<file path="config.mk">
export PLATFORM = sky130hd
export DESIGN_NAME = vga_timing_recovery
export DESIGN_NICKNAME = d
export VERILOG_FILES = /design/src/rtl/vga_timing_recovery.sv
export SDC_FILE = /design/constraint.sdc
export NUM_CORES = 1
export LEC_CHECK = 0
export ABC_AREA = 1
export BUFFER_PORTS_ARGS = -buffer_cell sky130_fd_sc_hd__buf_2
export CORE_MARGIN = 10
export CORE_UTILIZATION = 62
export CTS_CLUSTER_SIZE = 20
export DETAILED_ROUTE_END_ITERATION = 12
export PLACE_DENSITY = 0.85
export SETUP_SLACK_MARGIN = 0.5
export SLEW_MARGIN = 20
export SYNTH_ARGS = -nofsm -noshare
export SYNTH_HDL_FRONTEND = slang
export SYNTH_SLANG_ARGS = --single-unit
</file>
<file path="constraint.sdc">
create_clock -name clk_pix -period 6.93 [get_ports clk_pix]
set_input_delay 0.693 -clock clk_pix [delete_from_list [all_inputs] [get_ports clk_pix]]
set_output_delay 0.693 -clock clk_pix [all_outputs]
set_load 0.1 [all_outputs]
</file>
<file path="src/rtl/vga_timing_recovery.sv">
// ============================================================================
// Module   : vga_timing_recovery
// Purpose  : Recovers sx/sy from a raw hsync/vsync/de stream, measures line and
//            frame geometry and asserts locked after consecutive good frames.
//            Optional macro VGA_RX_ERR_CNT_EN adds the saturating err_count port.
// Revision : 1.0 - initial release
// ============================================================================
`default_nettype none

module vga_timing_recovery #(
    parameter int HA_EXP      = 640,
    parameter int VA_EXP      = 480,
    parameter int LINE_EXP    = 800,
    parameter int SCREEN_EXP  = 525,
    parameter int LOCK_FRAMES = 2,
    parameter int CW          = 12
) (
    input  logic          clk_pix,
    input  logic          rst,
    input  logic          hsync_in,
    input  logic          vsync_in,
    input  logic          de_in,
    output logic          de_out,
    output logic [9:0]    sx,
    output logic [9:0]    sy,
    output logic          frame_start,
    output logic [CW-1:0] h_total,
    output logic [CW-1:0] v_total,
    output logic [CW-1:0] h_active,
    output logic [CW-1:0] v_active,
    output logic          locked,
    output logic          err
`ifdef VGA_RX_ERR_CNT_EN
    ,
    output logic [7:0]    err_count
`endif
);

    typedef enum logic [1:0] {
        SEARCH  = 2'd0,
        MEASURE = 2'd1,
        LOCKED  = 2'd2
    } state_t;

    localparam logic [CW-1:0] C_MAX    = '1;
    localparam logic [CW-1:0] C_LINE   = CW'(LINE_EXP);
    localparam logic [CW-1:0] C_LIMIT  = CW'(2 * LINE_EXP);
    localparam logic [CW-1:0] C_HA     = CW'(HA_EXP);
    localparam logic [CW-1:0] C_VA     = CW'(VA_EXP);
    localparam logic [CW-1:0] C_SCREEN = CW'(SCREEN_EXP);
    localparam logic [3:0]    C_LOCK   = 4'(LOCK_FRAMES);

    logic          hs_q, vs_q, de_q;
    logic          de_out_q, fs_q, v_pend_q;
    logic [9:0]    sx_q, sy_q;
    logic [CW-1:0] line_cnt_q, run_cnt_q, hcnt_q, dcnt_q;
    logic [CW-1:0] h_total_q, h_active_q, v_total_q, v_active_q;
    logic          h_seen_q, line_bad_q;
    state_t        state_q, state_d;
    logic [3:0]    match_q, match_d;
    logic          locked_q, locked_d, err_q, err_d;

    logic          hs_edge, vs_edge, de_rise, de_fall;
    logic [CW-1:0] line_inc, run_inc, v_total_nx, v_active_nx;
    logic          line_bad_now, frame_ok, timeout;

    assign hs_edge = !hsync_in && hs_q;
    assign vs_edge = !vsync_in && vs_q;
    assign de_rise = de_in && !de_q;
    assign de_fall = !de_in && de_q;

    assign line_inc = (line_cnt_q == C_MAX) ? C_MAX : line_cnt_q + 1'b1;
    assign run_inc  = (run_cnt_q == C_MAX) ? C_MAX : run_cnt_q + 1'b1;

    // An hsync edge coincident with vsync still belongs to the ending frame.
    assign v_total_nx  = hcnt_q + {{(CW-1){1'b0}}, hs_edge};
    assign v_active_nx = dcnt_q + {{(CW-1){1'b0}}, de_rise};

    assign line_bad_now = line_bad_q
                        || (hs_edge && h_seen_q && (line_inc != C_LINE))
                        || (de_fall && (run_cnt_q != C_HA));
    assign frame_ok = !line_bad_now && (v_total_nx == C_SCREEN) && (v_active_nx == C_VA);
    assign timeout  = (state_q != SEARCH) && (line_cnt_q >= C_LIMIT);

    always_comb begin
        state_d  = state_q;
        match_d  = match_q;
        locked_d = locked_q;
        err_d    = 1'b0;
        if (timeout) begin
            state_d  = SEARCH;
            match_d  = 4'd0;
            locked_d = 1'b0;
            err_d    = (state_q == LOCKED);
        end else if (vs_edge) begin
            case (state_q)
                SEARCH: begin
                    state_d = MEASURE;
                    match_d = 4'd0;
                end
                MEASURE: begin
                    if (frame_ok) begin
                        match_d = match_q + 4'd1;
                        if (match_q + 4'd1 == C_LOCK) begin
                            state_d  = LOCKED;
                            locked_d = 1'b1;
                        end
                    end else begin
                        match_d = 4'd0;
                    end
                end
                LOCKED: begin
                    if (!frame_ok) begin
                        state_d  = SEARCH;
                        match_d  = 4'd0;
                        locked_d = 1'b0;
                        err_d    = 1'b1;
                    end
                end
                default: state_d = SEARCH;
            endcase
        end
    end

    always_ff @(posedge clk_pix) begin
        if (rst) begin
            state_q  <= SEARCH;
            match_q  <= 4'd0;
            locked_q <= 1'b0;
            err_q    <= 1'b0;
        end else begin
            state_q  <= state_d;
            match_q  <= match_d;
            locked_q <= locked_d;
            err_q    <= err_d;
        end
    end

    always_ff @(posedge clk_pix) begin
        if (rst) begin
            hs_q       <= 1'b0;
            vs_q       <= 1'b0;
            de_q       <= 1'b0;
            de_out_q   <= 1'b0;
            fs_q       <= 1'b0;
            v_pend_q   <= 1'b0;
            sx_q       <= '0;
            sy_q       <= '0;
            line_cnt_q <= '0;
            run_cnt_q  <= '0;
            hcnt_q     <= '0;
            dcnt_q     <= '0;
            h_total_q  <= '0;
            h_active_q <= '0;
            v_total_q  <= '0;
            v_active_q <= '0;
            h_seen_q   <= 1'b0;
            line_bad_q <= 1'b0;
        end else begin
            hs_q     <= hsync_in;
            vs_q     <= vsync_in;
            de_q     <= de_in;
            de_out_q <= de_in;
            fs_q     <= de_rise && v_pend_q;

            if (de_rise) begin
                sx_q <= '0;
            end else if (de_in) begin
                sx_q <= sx_q + 10'd1;
            end

            if (de_rise) begin
                sy_q <= v_pend_q ? 10'd0 : sy_q + 10'd1;
            end
            if (vs_edge) begin
                v_pend_q <= 1'b1;
            end else if (de_rise) begin
                v_pend_q <= 1'b0;
            end

            if (hs_edge) begin
                line_cnt_q <= '0;
                h_seen_q   <= 1'b1;
                if (h_seen_q) begin
                    h_total_q <= line_inc;
                end
            end else begin
                line_cnt_q <= line_inc;
            end
            // A missing hsync invalidates the partial line in flight.
            if (timeout) begin
                h_seen_q <= 1'b0;
            end

            if (de_in) begin
                run_cnt_q <= de_rise ? {{(CW-1){1'b0}}, 1'b1} : run_inc;
            end else if (de_fall) begin
                h_active_q <= run_cnt_q;
                run_cnt_q  <= '0;
            end

            if (vs_edge) begin
                v_total_q  <= v_total_nx;
                v_active_q <= v_active_nx;
                hcnt_q     <= '0;
                dcnt_q     <= '0;
                line_bad_q <= 1'b0;
            end else begin
                hcnt_q     <= v_total_nx;
                dcnt_q     <= v_active_nx;
                line_bad_q <= line_bad_now;
            end
        end
    end

`ifdef VGA_RX_ERR_CNT_EN
    logic [7:0] err_count_q;

    always_ff @(posedge clk_pix) begin
        if (rst) begin
            err_count_q <= 8'd0;
        end else if (err_q && (err_count_q != 8'hFF)) begin
            err_count_q <= err_count_q + 8'd1;
        end
    end

    assign err_count = err_count_q;
`endif

    assign de_out      = de_out_q;
    assign sx          = sx_q;
    assign sy          = sy_q;
    assign frame_start = fs_q;
    assign h_total     = h_total_q;
    assign v_total     = v_total_q;
    assign h_active    = h_active_q;
    assign v_active    = v_active_q;
    assign locked      = locked_q;
    assign err         = err_q;

endmodule

`default_nettype wire
</file>
==> results of run 1 <==
==> worst max-delay path, cell delays in order <==
cell and delay, ns:
buf_2 0.17, inv_2 0.12, nor2_4 0.15, ha_1 0.29, ha_1 0.32, nand3_1 0.13, nor2_1 0.17, nand3_1 0.09
nand2_1 0.07, nand2_1 0.09, nor3_1 0.21, nand4_1 0.16, nor2_2 0.14, nand2_2 0.07, nor2_4 0.11, nand2_1 0.07
a21oi_1 0.15
==> area by class of cell <==
cell class | count | area (um2)
Clock buffer | 21 | 449
Clock inverter | 11 | 151
Fill cell | 724 | 2250
Inverter | 128 | 480
Multi-Input combinational cell | 571 | 2820
Sequential cell | 131 | 2620
Tap cell | 129 | 161
Timing Repair Buffer | 78 | 395
==> cell families after synthesis <==
| kind of cell | after synthesis |
|---|---|
| fa+ha+maj | 12 |
| xor+xnor | 12 |
| buf+inv | 148 |
| compound gates | 137 |
| flops | 131 |
| simple gates | 410 |
==> metrics by stage <==
step                cell area, um2   util  std cells  hold WS (ns)
detailed placement            6480  0.694       1037         0.447
finish                        7080  0.759       1069         0.430
CTS                           7080  0.759       1069         0.413
global route                  7080  0.759       1069         0.411
floorplan                     6000      -        850         0.432
global placement              6480  0.694       1037         0.444
==> final timing paths <==
kind,start,endpoint,slack [ns],cells after the start
max,de_in,match_q[3],4.16,17
min,vsync_in,vs_q,0.43,3
max reg2reg,de_out,match_q[3],4.18,15
min reg2reg,h_seen_q,h_seen_q,0.45,2
==> state kept, by name (all words and copies together), names as in the netlist, 4 cells and up <==
signal / flops
dcnt_q: 12
h_active: 12
h_total: 12
hcnt_q: 12
line_cnt_q: 12
run_cnt_q: 12
v_active: 12
v_total: 12
sx: 10
sy: 10
match_q: 4
==> per-layer routing <==
layer | wire, um | vias up
li1 | - | 2890
met5 | 0 | -
met3 | 934 | 33
met1 | 6430 | 2645
met4 | 302 | 0
met2 | 7370 | 190
==> cells in the final DEF (no fill, tap or decap), types with 4 or more instances in the layout <==
cell type	Yosys	final
o211ai_1	5	5
clkinvlp_4	0	4
dfxtp_1	131	131
inv_2	5	5
nand3_1	65	65
clkbuf_16	0	16
nor3b_1	5	5
nor2_4	4	4
nor2_1	113	113
inv_1	122	122
xnor2_1	5	5
nand3_2	5	5
o21ai_0	69	69
nor3_1	21	21
nand2_1	155	155
nor2_2	10	10
a21oi_1	50	50
xor2_1	7	7
nand4_1	14	14
nand2_2	10	10
buf_2	0	76
ha_1	12	12
==> power by group <==
| group | switching [mW] | internal, mW | leakage, nW | total [mW] |
|---|---|---|---|---|
| registers | 0.00942 | 0.765 | 1.06 | 0.775 |
| clock network | 0.336 | 0.569 | 0.281 | 0.906 |
| logic | 0.0959 | 0.0203 | 1.72 | 0.116 |
| total | 0.442 | 1.35 | 3.06 | 1.80 |
==> impl_metrics.yaml, run 1 <==
global_routing:
  grt_usage: 0.216
  use_met3: 0.0524
  grt_pass1_wl_mm: 26.0
  grt_overflow: 0
  grt_use_met1: 0.256
  grt_max_degree: 42
  antenna_found_initial: 0
  grtUsageMet2: 0.372
  grt_pass1_vias: 5562
  busiest_layer: "met2"
logic_synthesis:
  yosysWarnings: 0
  synth_edf_count: 0
  synthCells: 850
  synthArstFlopShare: 0
  synth.distinct_cells: 33
  ys_seq_elements: 131
  synth_top_cell_area_share: 0.437
  synth_fa_ha_area_frac: 0.0250
  synthSimpleGateAreaFrac: 0.306
  synth_top_family_by_area: "simple AND/OR/NAND/NOR gates"
  synthMuxAreaShare: 0
  synth_common_cells: "nand2_1 (155), dfxtp_1 (131), inv_1 (122)"
  synth_area_leader_cell: "dfxtp_1"
  syn_nets: 867
  synth-xor-area-share: 0.0175
  netlist_area_um2: 6000
  synth.avg_cell_area_um2: 7.06
  synth-main-ff-cell: "dfxtp_1"
  synth_area_leaders: "dfxtp_1 (44%), nand2_1 (9.7%), inv_1 (7.6%)"
  synth_compound_area_frac: 0.120
  seq_area_frac_synth: 0.437
  synth_most_common_cell: "nand2_1"
cts:
  numCtsBuffers: 17
  cts_tree: "yes"
  post_cts_buffers: 0
  cts_resized: 0
  clk_latency_ns: 0.52
  clk_pin_slew_ns: 0.06
  hold_buffers: 0
  htree_levels: 4
  clock-sinks: 131
  cts-root-buf: "clkbuf_8"
  clockBufferDepth: 2
cells_and_area:
  antenna_cells: 0
  syn2layout_area_growth_pct: 17.9
  layout.nets: 944
  drive_gt1_frac: 0.154
sta:
  tns_ns: 0
  max_freq_mhz: 361
  setup_viol: 0
  max-slew-margin-rel: 0.408
  tightest_slew_ns: 0.886
  finalClockSkew_ns: 0.0125
  period_share: 0.399
  setup_ws_ns: 4.16
  min_period_ns: 2.77
  hold_viol: 0
  report.final.slew_viol_count: 0
  rsz0062_at_grt: "no"
die:
  io_pins: 77
  die_x_um: 118
  die-area_um2: 14000
  num_rows: 35
  fp.dieH_um: 118
  core_area_um2: 9330
  start_util: 0.643
placement:
  pre_cts_slack_ns: 3.68
  dpl.hpwl_mm: 10.7
  io_buffers: 76
  gp_congestion: 0.883
drt:
  routedWlPerCell_um: 14.1
  via_count: 5758
  dr.pass1.iters: 7
  drt_iter0_markers: 485
  viasPerCell: 5.39
  wirelength_mm: 15.0
  drcViolationCount: 0
  ant_nets: 0
critical_path:
  end_kind: "flop"
  critPathKind: "primary input to flop"
  required_ns: 7.37
  cp_max_fo: 8
  cp_data_arrival_time_ns: 3.21
  start_kind: "primary input"
run_status:
  status: "complete, no violations"
worst_hold_path:
  holdCritPathClass: "primary input to flop"
power:
  power_mw: 1.80
  power_leakage_nw: 3.06
  vdd.ir_drop.worst_mv: 0.190
  p_per_area_nw_per_um2: 254
job:
  max_cap_viol_count: 0
No activity file was read; power rests on OpenSTA's default activity.
==> run 2, diff against run 1 <==
--- a/config.mk
+++ b/config.mk
@@ -8,10 +8,10 @@
 export ABC_AREA = 1
 export BUFFER_PORTS_ARGS = -buffer_cell sky130_fd_sc_hd__buf_2
 export CORE_MARGIN = 10
-export CORE_UTILIZATION = 62
+export CORE_UTILIZATION = 58
 export CTS_CLUSTER_SIZE = 20
 export DETAILED_ROUTE_END_ITERATION = 12
-export PLACE_DENSITY = 0.85
+export PLACE_DENSITY = 0.8
 export SETUP_SLACK_MARGIN = 0.5
 export SLEW_MARGIN = 20
 export SYNTH_ARGS = -nofsm -noshare
==> constraint.sdc (replaced) <==
create_clock -name clk_pix -period 2.8 [get_ports clk_pix]
set_input_delay 0.28 -clock clk_pix [delete_from_list [all_inputs] [get_ports clk_pix]]
set_output_delay 0.28 -clock clk_pix [all_outputs]
set_load 0.1 [all_outputs]
==> impl_metrics.yaml, run 2 (synthesis gave the netlist of run 1 again) <==
cts:
  clock-sinks: 131
  clk_latency_ns: 0.53
  cts-root-buf: "clkbuf_8"
  clockBufferDepth: 2
  clk_pin_slew_ns: 0.06
  htree_levels: 4
  numCtsBuffers: 17
  cts_tree: "yes"
sta:
  tns_ns: 0
  setup_ws_ns: 0.307
  tightest_slew_ns: 0.836
  rsz0062_at_grt: "yes"
  setup_viol: 0
  period_share: 0.890
  finalClockSkew_ns: 0.00715
  min_period_ns: 2.49
  hold_viol: 0
  report.final.slew_viol_count: 0
  max-slew-margin-rel: 0.442
  max_freq_mhz: 401
  timing.hold.ws_ns: 0.0637
cells_and_area:
  layout.nets: 960
  regArea_um2: 2630
  fill_cells: 825
  layout_commonest_cell: "nand2_1"
  mostFrequentLayoutCells: "nand2_1 (149), dfxtp_1 (128), inv_1 (119)"
  drive_gt1_frac: 0.198
  syn2layout_area_growth_pct: 22.5
  multi_input_area_um2: 2950
  antenna_cells: 0
power:
  vdd.ir_drop.worst_mv: 0.440
  power_leakage_nw: 3.15
  power_frac_seq: 0.431
  p_sw_frac: 0.234
  clock_power_share: 0.500
  p_per_area_nw_per_um2: 605
  p_comb_frac: 0.069
  p_switching_mw: 1.04
  internal-power_mw: 3.41
critical_path:
  end_kind: "flop"
  critPathKind: "flop to flop"
  required_ns: 3.26
  cp_data_arrival_time_ns: 2.95
  cp.buffers_inverters: 1
  cpPeakStageDelay_ns: 0.36
  ff2ff_path_depth: 16
  start_kind: "flop"
  path_cells: "nor2_4 -> ha_4 -> ha_4 -> inv_4 -> nand2_2 -> nor2_1 -> nand3_1 -> nor2_1 -> nand2_1 -> nor3_2 -> nand4_1 -> nor2_2 -> nand2_2 -> nor2_4 -> nand2_1 -> a21oi_1"
  path_delay_family: "simple AND/OR/NAND/NOR gates"
  timing.rr.start: "de_out"
  cp_max_fo: 7
  crit_cells: 16
  crit_start: "de_out"
  slowest_stage: "dfxtp_4"
die:
  start_util: 0.589
  core_area_um2: 10200
  fp.dieH_um: 122
  num_rows: 37
  io_pins: 77
  die-area_um2: 14800
  die_x_um: 122
worst_hold_path:
  hold_start: "hsync_in"
  holdPathStages: 4
  holdCritPathClass: "primary input to flop"
placement:
  io_buffers: 76
  dpl.hpwl_mm: 10.4
  gp_congestion: 0.915
  pre_cts_slack_ns: 0.149
drt:
  via_count: 5720
  routedWlPerCell_um: 13.6
  wirelength_mm: 14.8
  dr.pass1.iters: 5
  drcViolationCount: 0
  viasPerCell: 5.24
  drt_iter0_markers: 352
  ant_nets: 0
run_status:
  status: "complete, no violations"
job:
  max_cap_viol_count: 0
global_routing:
  grt_pass1_wl_mm: 24.8
  antenna_found_initial: 1
  grt_max_degree: 31
  grt_pass1_vias: 5421
  grt_usage: 0.204
  grt_overflow: 0
## run 2: timing repair
item | in CTS | in global routing
hold buffers | 2 | 0
pin swaps | 2 | 19
setup buffers | 0 | 8
resized for setup | 9 | 24
endpoints found under the hold margin | 2 | 0
endpoints found under the setup margin | 8 | 12
## run 2: area by class of cell
| cell class | instances | share of cell area |
|---|---|---|
| multi-input cells | 571 | 0.401 |
| inverters | 128 | 0.0657 |
| repair buffers | 94 | 0.0708 |
| flip-flops and latches | 131 | 0.358 |
| well taps | 136 | 0.0231 |
| clock inverters | 10 | 0.0174 |
| clock buffers | 22 | 0.0645 |
## run 2: power by group through the flow
stage / logic, mW / clock network, mW / registers (mW)
floorplan: 0.116 / 0 / 2.07
global placement: 0.291 / 0 / 1.96
detailed placement: 0.293 / 0 / 1.96
CTS: 0.300 / 2.25 / 1.92
global route: 0.334 / 2.34 / 1.92
finish: 0.309 / 2.22 / 1.92
## run 2: final timing paths
check	slack [ns]	to
max reg2reg	0.31	match_q[2]
max	0.31	match_q[2]
min	0.06	h_seen_q
min reg2reg	0.45	h_seen_q
## run 2: layer usage
layer / track usage / vias to the layer above / share of wire
li1: - / 2919 / -
met1: 0.234 / 2596 / 0.43
met2: 0.344 / 174 / 0.47
met3: 0.0717 / 29 / 0.073
met4: 0.0753 / 2 / 0.018
met5: 0 / - / 0.00088
## run 2: worst min-delay path, cell delays in order
cell and delay (ns):
buf_2 0.08, inv_1 0.05, nand2_2 0.08, a21oi_1 0.06
## run 2: through the flow
stage               total power, mW  instance area [um2]  instances   util
detailed placement             2.25                 6550       1050  0.643
finish                         4.45                 7350       1092  0.722
global placement               2.25                 6550       1050  0.643
floorplan                      2.19                 6030        850      -
global route                   4.59                 7350       1092  0.722
CTS                            4.47                 7220       1084  0.708
